===== src/rtl/ifq_pkg.sv =====
// Shared definitions for the instruction fetch queue: instruction width,
// default queue depth and the control state encoding.
package ifq_pkg;

  localparam int INST_W    = 32;
  localparam int IFQ_DEPTH = 4;

  typedef enum logic {
    RUN   = 1'b0,
    DRAIN = 1'b1
  } ifq_state_e;

endpackage


===== src/rtl/ifq_fifo.sv =====
// Fetch queue storage: pc/instruction entries with filled bits, tail (allocate),
// fill (response write) and head (dequeue) pointers, all wrapping modulo DEPTH.
module ifq_fifo
  import ifq_pkg::*;
#(
  parameter  int WIDTH = 64,
  parameter  int DEPTH = IFQ_DEPTH,
  localparam int PTR_W = $clog2(DEPTH),
  localparam int CNT_W = $clog2(DEPTH + 1)
) (
  input  logic              clk,
  input  logic              rst_i,
  input  logic              clear_i,
  input  logic              alloc_i,
  input  logic [WIDTH-1:0]  alloc_pc_i,
  input  logic              wr_i,
  input  logic [INST_W-1:0] wr_data_i,
  input  logic              deq_i,
  output logic [CNT_W-1:0]  count_o,
  output logic [CNT_W-1:0]  pend_o,
  output logic              head_valid_o,
  output logic [WIDTH-1:0]  head_pc_o,
  output logic [INST_W-1:0] head_inst_o
);

  logic [WIDTH-1:0]  pc_q   [DEPTH];
  logic [INST_W-1:0] inst_q [DEPTH];
  logic [DEPTH-1:0]  filled_q, filled_d;
  logic [PTR_W-1:0]  head_q, head_d, tail_q, tail_d, fill_q, fill_d;
  logic [CNT_W-1:0]  count_q, count_d, pend_q, pend_d;

  // Responses arrive in order, so filled entries are always contiguous from head.
  always_comb begin
    filled_d = filled_q;
    head_d   = head_q;
    tail_d   = tail_q;
    fill_d   = fill_q;
    count_d  = count_q;
    pend_d   = pend_q;
    if (clear_i) begin
      filled_d = '0;
      head_d   = '0;
      tail_d   = '0;
      fill_d   = '0;
      count_d  = '0;
      pend_d   = '0;
    end else begin
      if (alloc_i) filled_d[tail_q] = 1'b0;
      if (wr_i)    filled_d[fill_q] = 1'b1;
      if (deq_i)   filled_d[head_q] = 1'b0;
      head_d  = head_q + PTR_W'(deq_i);
      tail_d  = tail_q + PTR_W'(alloc_i);
      fill_d  = fill_q + PTR_W'(wr_i);
      count_d = count_q + CNT_W'(alloc_i) - CNT_W'(deq_i);
      pend_d  = pend_q + CNT_W'(alloc_i) - CNT_W'(wr_i);
    end
  end

  always_ff @(posedge clk or negedge rst_i) begin
    if (!rst_i) begin
      filled_q <= '0;
      head_q   <= '0;
      tail_q   <= '0;
      fill_q   <= '0;
      count_q  <= '0;
      pend_q   <= '0;
    end else begin
      filled_q <= filled_d;
      head_q   <= head_d;
      tail_q   <= tail_d;
      fill_q   <= fill_d;
      count_q  <= count_d;
      pend_q   <= pend_d;
    end
  end

  // Payload storage is deliberately not reset; filled bits qualify it.
  always_ff @(posedge clk) begin
    if (alloc_i) pc_q[tail_q]   <= alloc_pc_i;
    if (wr_i)    inst_q[fill_q] <= wr_data_i;
  end

  assign count_o      = count_q;
  assign pend_o       = pend_q;
  assign head_valid_o = filled_q[head_q];
  assign head_pc_o    = pc_q[head_q];
  assign head_inst_o  = inst_q[head_q];

endmodule


===== src/rtl/inst_fetch_queue.sv =====
// Instruction fetch queue control: request issue, flush handling and response
// draining. Define IFQ_PERF_EN to add the stall/flush performance counters.
//
// state | meaning
// RUN   | normal operation, requests issued while the queue has room
// DRAIN | queue empty after a flush, discarding drop_q stale responses
module inst_fetch_queue
  import ifq_pkg::*;
#(
  parameter int WIDTH = 64,
  parameter int DEPTH = IFQ_DEPTH
) (
  input  logic              clk,
  input  logic              rst,
  input  logic [WIDTH-1:0]  fetch_pc,
  input  logic              flush,
  output logic              pc_stall,
  output logic              imem_req_valid,
  input  logic              imem_req_ready,
  output logic [WIDTH-1:0]  imem_req_addr,
  input  logic              imem_resp_valid,
  input  logic [INST_W-1:0] imem_resp_data,
  output logic              id_valid,
  input  logic              id_ready,
  output logic [WIDTH-1:0]  id_pc,
  output logic [INST_W-1:0] id_inst
`ifdef IFQ_PERF_EN
  ,
  output logic [63:0]       perf_stall_cnt,
  output logic [31:0]       perf_flush_cnt
`endif
);

  localparam int CNT_W = $clog2(DEPTH + 1);

  ifq_state_e       state_q;
  logic [CNT_W-1:0] drop_q;
  logic [CNT_W-1:0] fifo_count, fifo_pend, drop_flush;
  logic             fire, resp_accept, deq, head_valid;

  // Outputs are gated by rst so the PC stage sees a stall throughout reset.
  assign imem_req_addr  = fetch_pc;
  assign imem_req_valid = rst & (state_q == RUN) & (fifo_count < CNT_W'(DEPTH)) & ~flush;
  assign fire           = imem_req_valid & imem_req_ready;
  assign pc_stall       = ~rst | (~fire & ~flush);
  assign resp_accept    = imem_resp_valid & (state_q == RUN) & ~flush & (fifo_pend != '0);
  assign id_valid       = head_valid;
  assign deq            = head_valid & id_ready & ~flush;

  // A response landing in the flush cycle is already dropped, so it is not counted.
  assign drop_flush = fifo_pend - CNT_W'(imem_resp_valid && (fifo_pend != '0));

  ifq_fifo #(.WIDTH(WIDTH), .DEPTH(DEPTH)) u_fifo (
    .clk         (clk),
    .rst_i       (rst),
    .clear_i     (flush),
    .alloc_i     (fire),
    .alloc_pc_i  (fetch_pc),
    .wr_i        (resp_accept),
    .wr_data_i   (imem_resp_data),
    .deq_i       (deq),
    .count_o     (fifo_count),
    .pend_o      (fifo_pend),
    .head_valid_o(head_valid),
    .head_pc_o   (id_pc),
    .head_inst_o (id_inst)
  );

  always_ff @(posedge clk or negedge rst) begin
    if (!rst) begin
      state_q <= RUN;
      drop_q  <= '0;
    end else begin
      case (state_q)
        RUN: begin
          if (flush) begin
            drop_q  <= drop_flush;
            state_q <= (drop_flush != '0) ? DRAIN : RUN;
          end
        end
        DRAIN: begin
          if (imem_resp_valid) begin
            drop_q <= drop_q - CNT_W'(1);
            if (drop_q == CNT_W'(1)) state_q <= RUN;
          end
        end
        default: state_q <= RUN;
      endcase
    end
  end

  assert property (@(posedge clk) disable iff (!rst)
    imem_resp_valid |-> ((state_q == DRAIN) || (fifo_pend != '0)));

`ifdef IFQ_PERF_EN
  always_ff @(posedge clk or negedge rst) begin
    if (!rst) begin
      perf_stall_cnt <= '0;
      perf_flush_cnt <= '0;
    end else begin
      if (pc_stall && !imem_req_valid) perf_stall_cnt <= perf_stall_cnt + 64'd1;
      if (flush)                       perf_flush_cnt <= perf_flush_cnt + 32'd1;
    end
  end
`endif

endmodule

===== config.mk =====
export PLATFORM = sky130hd
export DESIGN_NAME = inst_fetch_queue
export DESIGN_NICKNAME = d
export VERILOG_FILES = /design/src/rtl/ifq_pkg.sv /design/src/rtl/ifq_fifo.sv /design/src/rtl/inst_fetch_queue.sv
export SDC_FILE = /design/constraint.sdc
export NUM_CORES = 1
export LEC_CHECK = 0
export BUFFER_PORTS_ARGS = -buffer_cell sky130_fd_sc_hd__buf_2
export CORE_AREA = 4 4 186 188
export CTS_CLUSTER_DIAMETER = 40
export DETAILED_ROUTE_END_ITERATION = 16
export DIE_AREA = 0 0 190 192
export PLACE_DENSITY = 0.72
export SYNTH_ARGS = -nofsm -noshare
export SYNTH_HDL_FRONTEND = slang
export SYNTH_HIERARCHICAL = 1
export SYNTH_SLANG_ARGS = --single-unit

===== constraint.sdc =====
create_clock -name clk -period 3.85 [get_ports clk]
set_clock_uncertainty 0.2 [all_clocks]
set_input_delay 0.1925 -clock clk [delete_from_list [all_inputs] [get_ports clk]]
set_output_delay 0.1925 -clock clk [all_outputs]
set_load 0.02 [all_outputs]

==> impl_metrics.json <==
{
  "start_util_pct": 47.0,
  "synth_nets": 798,
  "grt_pass1_wl_mm": 47.0,
  "root_buffer": "clkbuf_16",
  "cts-buffers-inserted": 49,
  "ant_nets": 0,
  "maxSlewHeadroom_pct": 37.5,
  "final_nets": 1142,
  "fillers": 2339,
  "syn-instance-count": 683,
  "viasPerCell": 5.11,
  "htreeDepth": 2,
  "yosys_warnings": 6,
  "grtUsageTotal_pct": 16.7,
  "run_status": "completed",
  "power_frac_clock_pct": 44.1,
  "cp.required_ns": 3.46,
  "final-max-slew-violation-count": 0,
  "power_frac_comb_pct": 7.2,
  "p_sw_w": 0.00227,
  "clockBufferDepth": 3,
  "die-area_um2": 36500,
  "post-dp-hpwl_mm": 17.5,
  "cap_violations": 0,
  "insertion_delay_ns": 0.55,
  "max_stage_delay_ns": 0.84,
  "p_per_area_nw_per_um2": 520,
  "top_usage_layer": "met2",
  "met2_usage_pct": 27.9,
  "crit_path_frequent_cell": "buf_4",
  "use_met1_pct": 21.7,
  "ys_seq_elements": 404,
  "tightest_slew_ns": 0.938,
  "rsz0062_at_grt": "no",
  "max_freq_mhz": 299,
  "post_cts_buffers": 0,
  "cts_tree": "done",
  "fin_util_pct": 59.3,
  "ctsResizeCount": 0,
  "use_met3_pct": 5.43,
  "hold_path.class": "primary input to register",
  "drtIter0Drc": 470,
  "cp-end-kind": "output port",
  "p_leak_nw": 6.91,
  "reg2reg_slack_ns": 1.02,
  "antenna_found_initial": 0,
  "die_h_um": 192,
  "totalWireLength_mm": 30.5,
  "grt_max_degree": 102,
  "startpoint_type": "register",
  "seqPwrFrac_pct": 48.7,
  "grt_pass1_vias": 8237,
  "min_period_ns": 3.35,
  "ys_seq_area_share_pct": 77.3,
  "finalSetupTns_ns": 0,
  "num_rows": 67,
  "clkTransAtPathRegs_ns": 0.05,
  "p_int_w": 0.00793,
  "clock_sinks": 404,
  "swShare_pct": 22.2,
  "ir_drop_v": 0.000451,
  "drive_gt1_share_pct": 44.1,
  "cp_cell_sequence": "buf_4, buf_4, mux4_2, buf_2",
  "core_area_um2": 33100,
  "post-route-period-util_pct": 86.9,
  "syn_avg_cell_area_um2": 22.8,
  "synth_area_um2": 15600,
  "slowest_stage": "buf_4",
  "wl_per_cell_um": 20.1,
  "ys_types": 35,
  "crit_arrival_ns": 2.95,
  "io_buffers": 264,
  "die_w_um": 190,
  "p_total_w": 0.0102,
  "drcViolationCount": 0,
  "dr.pass1.iters": 4,
  "ios": 265,
  "path_class": "register to output port",
  "areaGrowthSynthToFinish_pct": 26.2,
  "place_congestion": 0.701,
  "finalHoldViolCount": 0,
  "grt.overflow.total": 0,
  "finalSetupViolations": 0,
  "num_antenna_cells": 0,
  "crit_path_max_fanout": 59,
  "detailroute.via_count": 7732
}
## flip-flops by register name (all words and copies together) (netlist names)
register,flops
u_fifo/pc_q,256
u_fifo/inst_q,128
u_fifo/count_o,3
state_q,1
u_fifo/head_q,2
u_fifo/filled_q,4
drop_q,3
u_fifo/tail_q,2
u_fifo/fill_q,2
u_fifo/pend_o,3
## kinds of logic after synthesis
logic type | synth area share [%]
DFF | 77.3
buffers and inverters | 4.70
muxes | 14.2
and+or+nand+nor | 1.49
AOI/OAI and AO/OA | 0.555
adders and majority gates | 1.14
xor gates and xnor gates | 0.563
## routing by layer
metal  wire, um  vias up
li1           -     3428
met1      12500     3981
met5          0        -
met2      14900      275
met3       2580       48
met4        524        0
## worst max-delay path: cells and delay by family (launching register included)
| family | cells | cell delay, ns |
|---|---|---|
| buf+inv | 3 | 1.53 |
| flops | 1 | 0.40 |
| mux | 1 | 0.45 |
## timing repair
item	in CTS	in global routing
hold buffers	102	0
endpoints found under the setup margin	0	0
hold endpoints to repair	424	0
## cells in the mapped netlist
cell | n | area [um^2]
a21oi_1 | 4 | 20.0
o21a_1 | 1 | 7.51
and3b_1 | 3 | 26.3
mux4_2 | 97 | 2180
a211oi_1 | 1 | 7.51
o21ai_0 | 4 | 20.0
and3_1 | 2 | 12.5
nand3_1 | 2 | 10.0
or3b_2 | 1 | 8.76
a31oi_1 | 1 | 6.26
o31a_1 | 1 | 8.76
and2_1 | 1 | 6.26
nand2_1 | 4 | 15.0
fa_1 | 2 | 40.0
dfrtp_1 | 20 | 500
buf_2 | 11 | 55.1
ha_1 | 11 | 138
nor3_1 | 2 | 10.0
xor2_1 | 3 | 26.3
a21o_1 | 1 | 7.51
mux2_2 | 1 | 11.3
inv_1 | 15 | 56.3
buf_4 | 65 | 488
mux2i_1 | 2 | 20.0
nor3b_1 | 4 | 30.0
nor2b_1 | 6 | 37.5
buf_6 | 11 | 124
nor4b_4 | 1 | 23.8
nand3b_1 | 1 | 7.51
clkbuf_1 | 2 | 7.51
a311oi_1 | 1 | 8.76
edfxtp_1 | 384 | 11500
xnor2_1 | 7 | 61.3
nand2b_1 | 1 | 6.26
nor2_1 | 10 | 37.5
## worst paths after layout
kind                                  start                end  cells after the start
max reg2reg                u_fifo/head_q[0]  u_fifo/count_o[2]                     11
max                        u_fifo/head_q[1]        id_inst[30]                      4
max in group asynchronous               rst   u_fifo/head_q[1]                      4
min in group asynchronous               rst   u_fifo/head_q[0]                      4
min                          imem_req_ready  u_fifo/count_o[0]                      4
min reg2reg                       drop_q[1]          drop_q[1]                      2
## layout by cell type, fill, tap and decap left out, drive strengths merged, types with 6 or more instances in the layout
| cell | instances |
|---|---|
| ha | 11 |
| nor2 | 10 |
| clkbuf | 55 |
| buf | 280 |
| edfxtp | 384 |
| dfrtp | 20 |
| inv | 27 |
| nor2b | 6 |
| xnor2 | 7 |
| mux4 | 97 |
| clkinv | 16 |
| dlygate4sd3 | 102 |
## per-stage QoR
stage	hold slack (ns)	instances	setup slack [ns]	area, um^2
floorplan	-0.303	683	0.302	15600
global placement	-0.00796	1322	1.00	17000
detailed placement	-0.00636	1322	0.989	17000
CTS	0.148	1514	0.421	19600
global route	0.165	1514	0.339	19600
finish	0.158	1514	0.504	19600
## final cells by class
class	instances	area, um^2	share of cell area [%]
clock buffer	55	1260	6.41
multi-input combinational	175	2820	14.4
tap	448	561	2.86
sequential	404	12000	61.3
clock inverter	35	375	1.91
inverter	15	56.3	0.287
timing repair buffer	382	2520	12.9
## power by group through the flow
stage / Clock, W / Combinational [W] / Sequential [W]
global placement: 0 / 0.000635 / 0.00506
floorplan: 0 / 0.000459 / 0.00504
finish: 0.00450 / 0.000732 / 0.00497
global route: 0.00481 / 0.000806 / 0.00498
CTS: 0.00462 / 0.000740 / 0.00497
detailed placement: 0 / 0.000648 / 0.00506
Note: power is estimated with default switching activity, not from simulation.
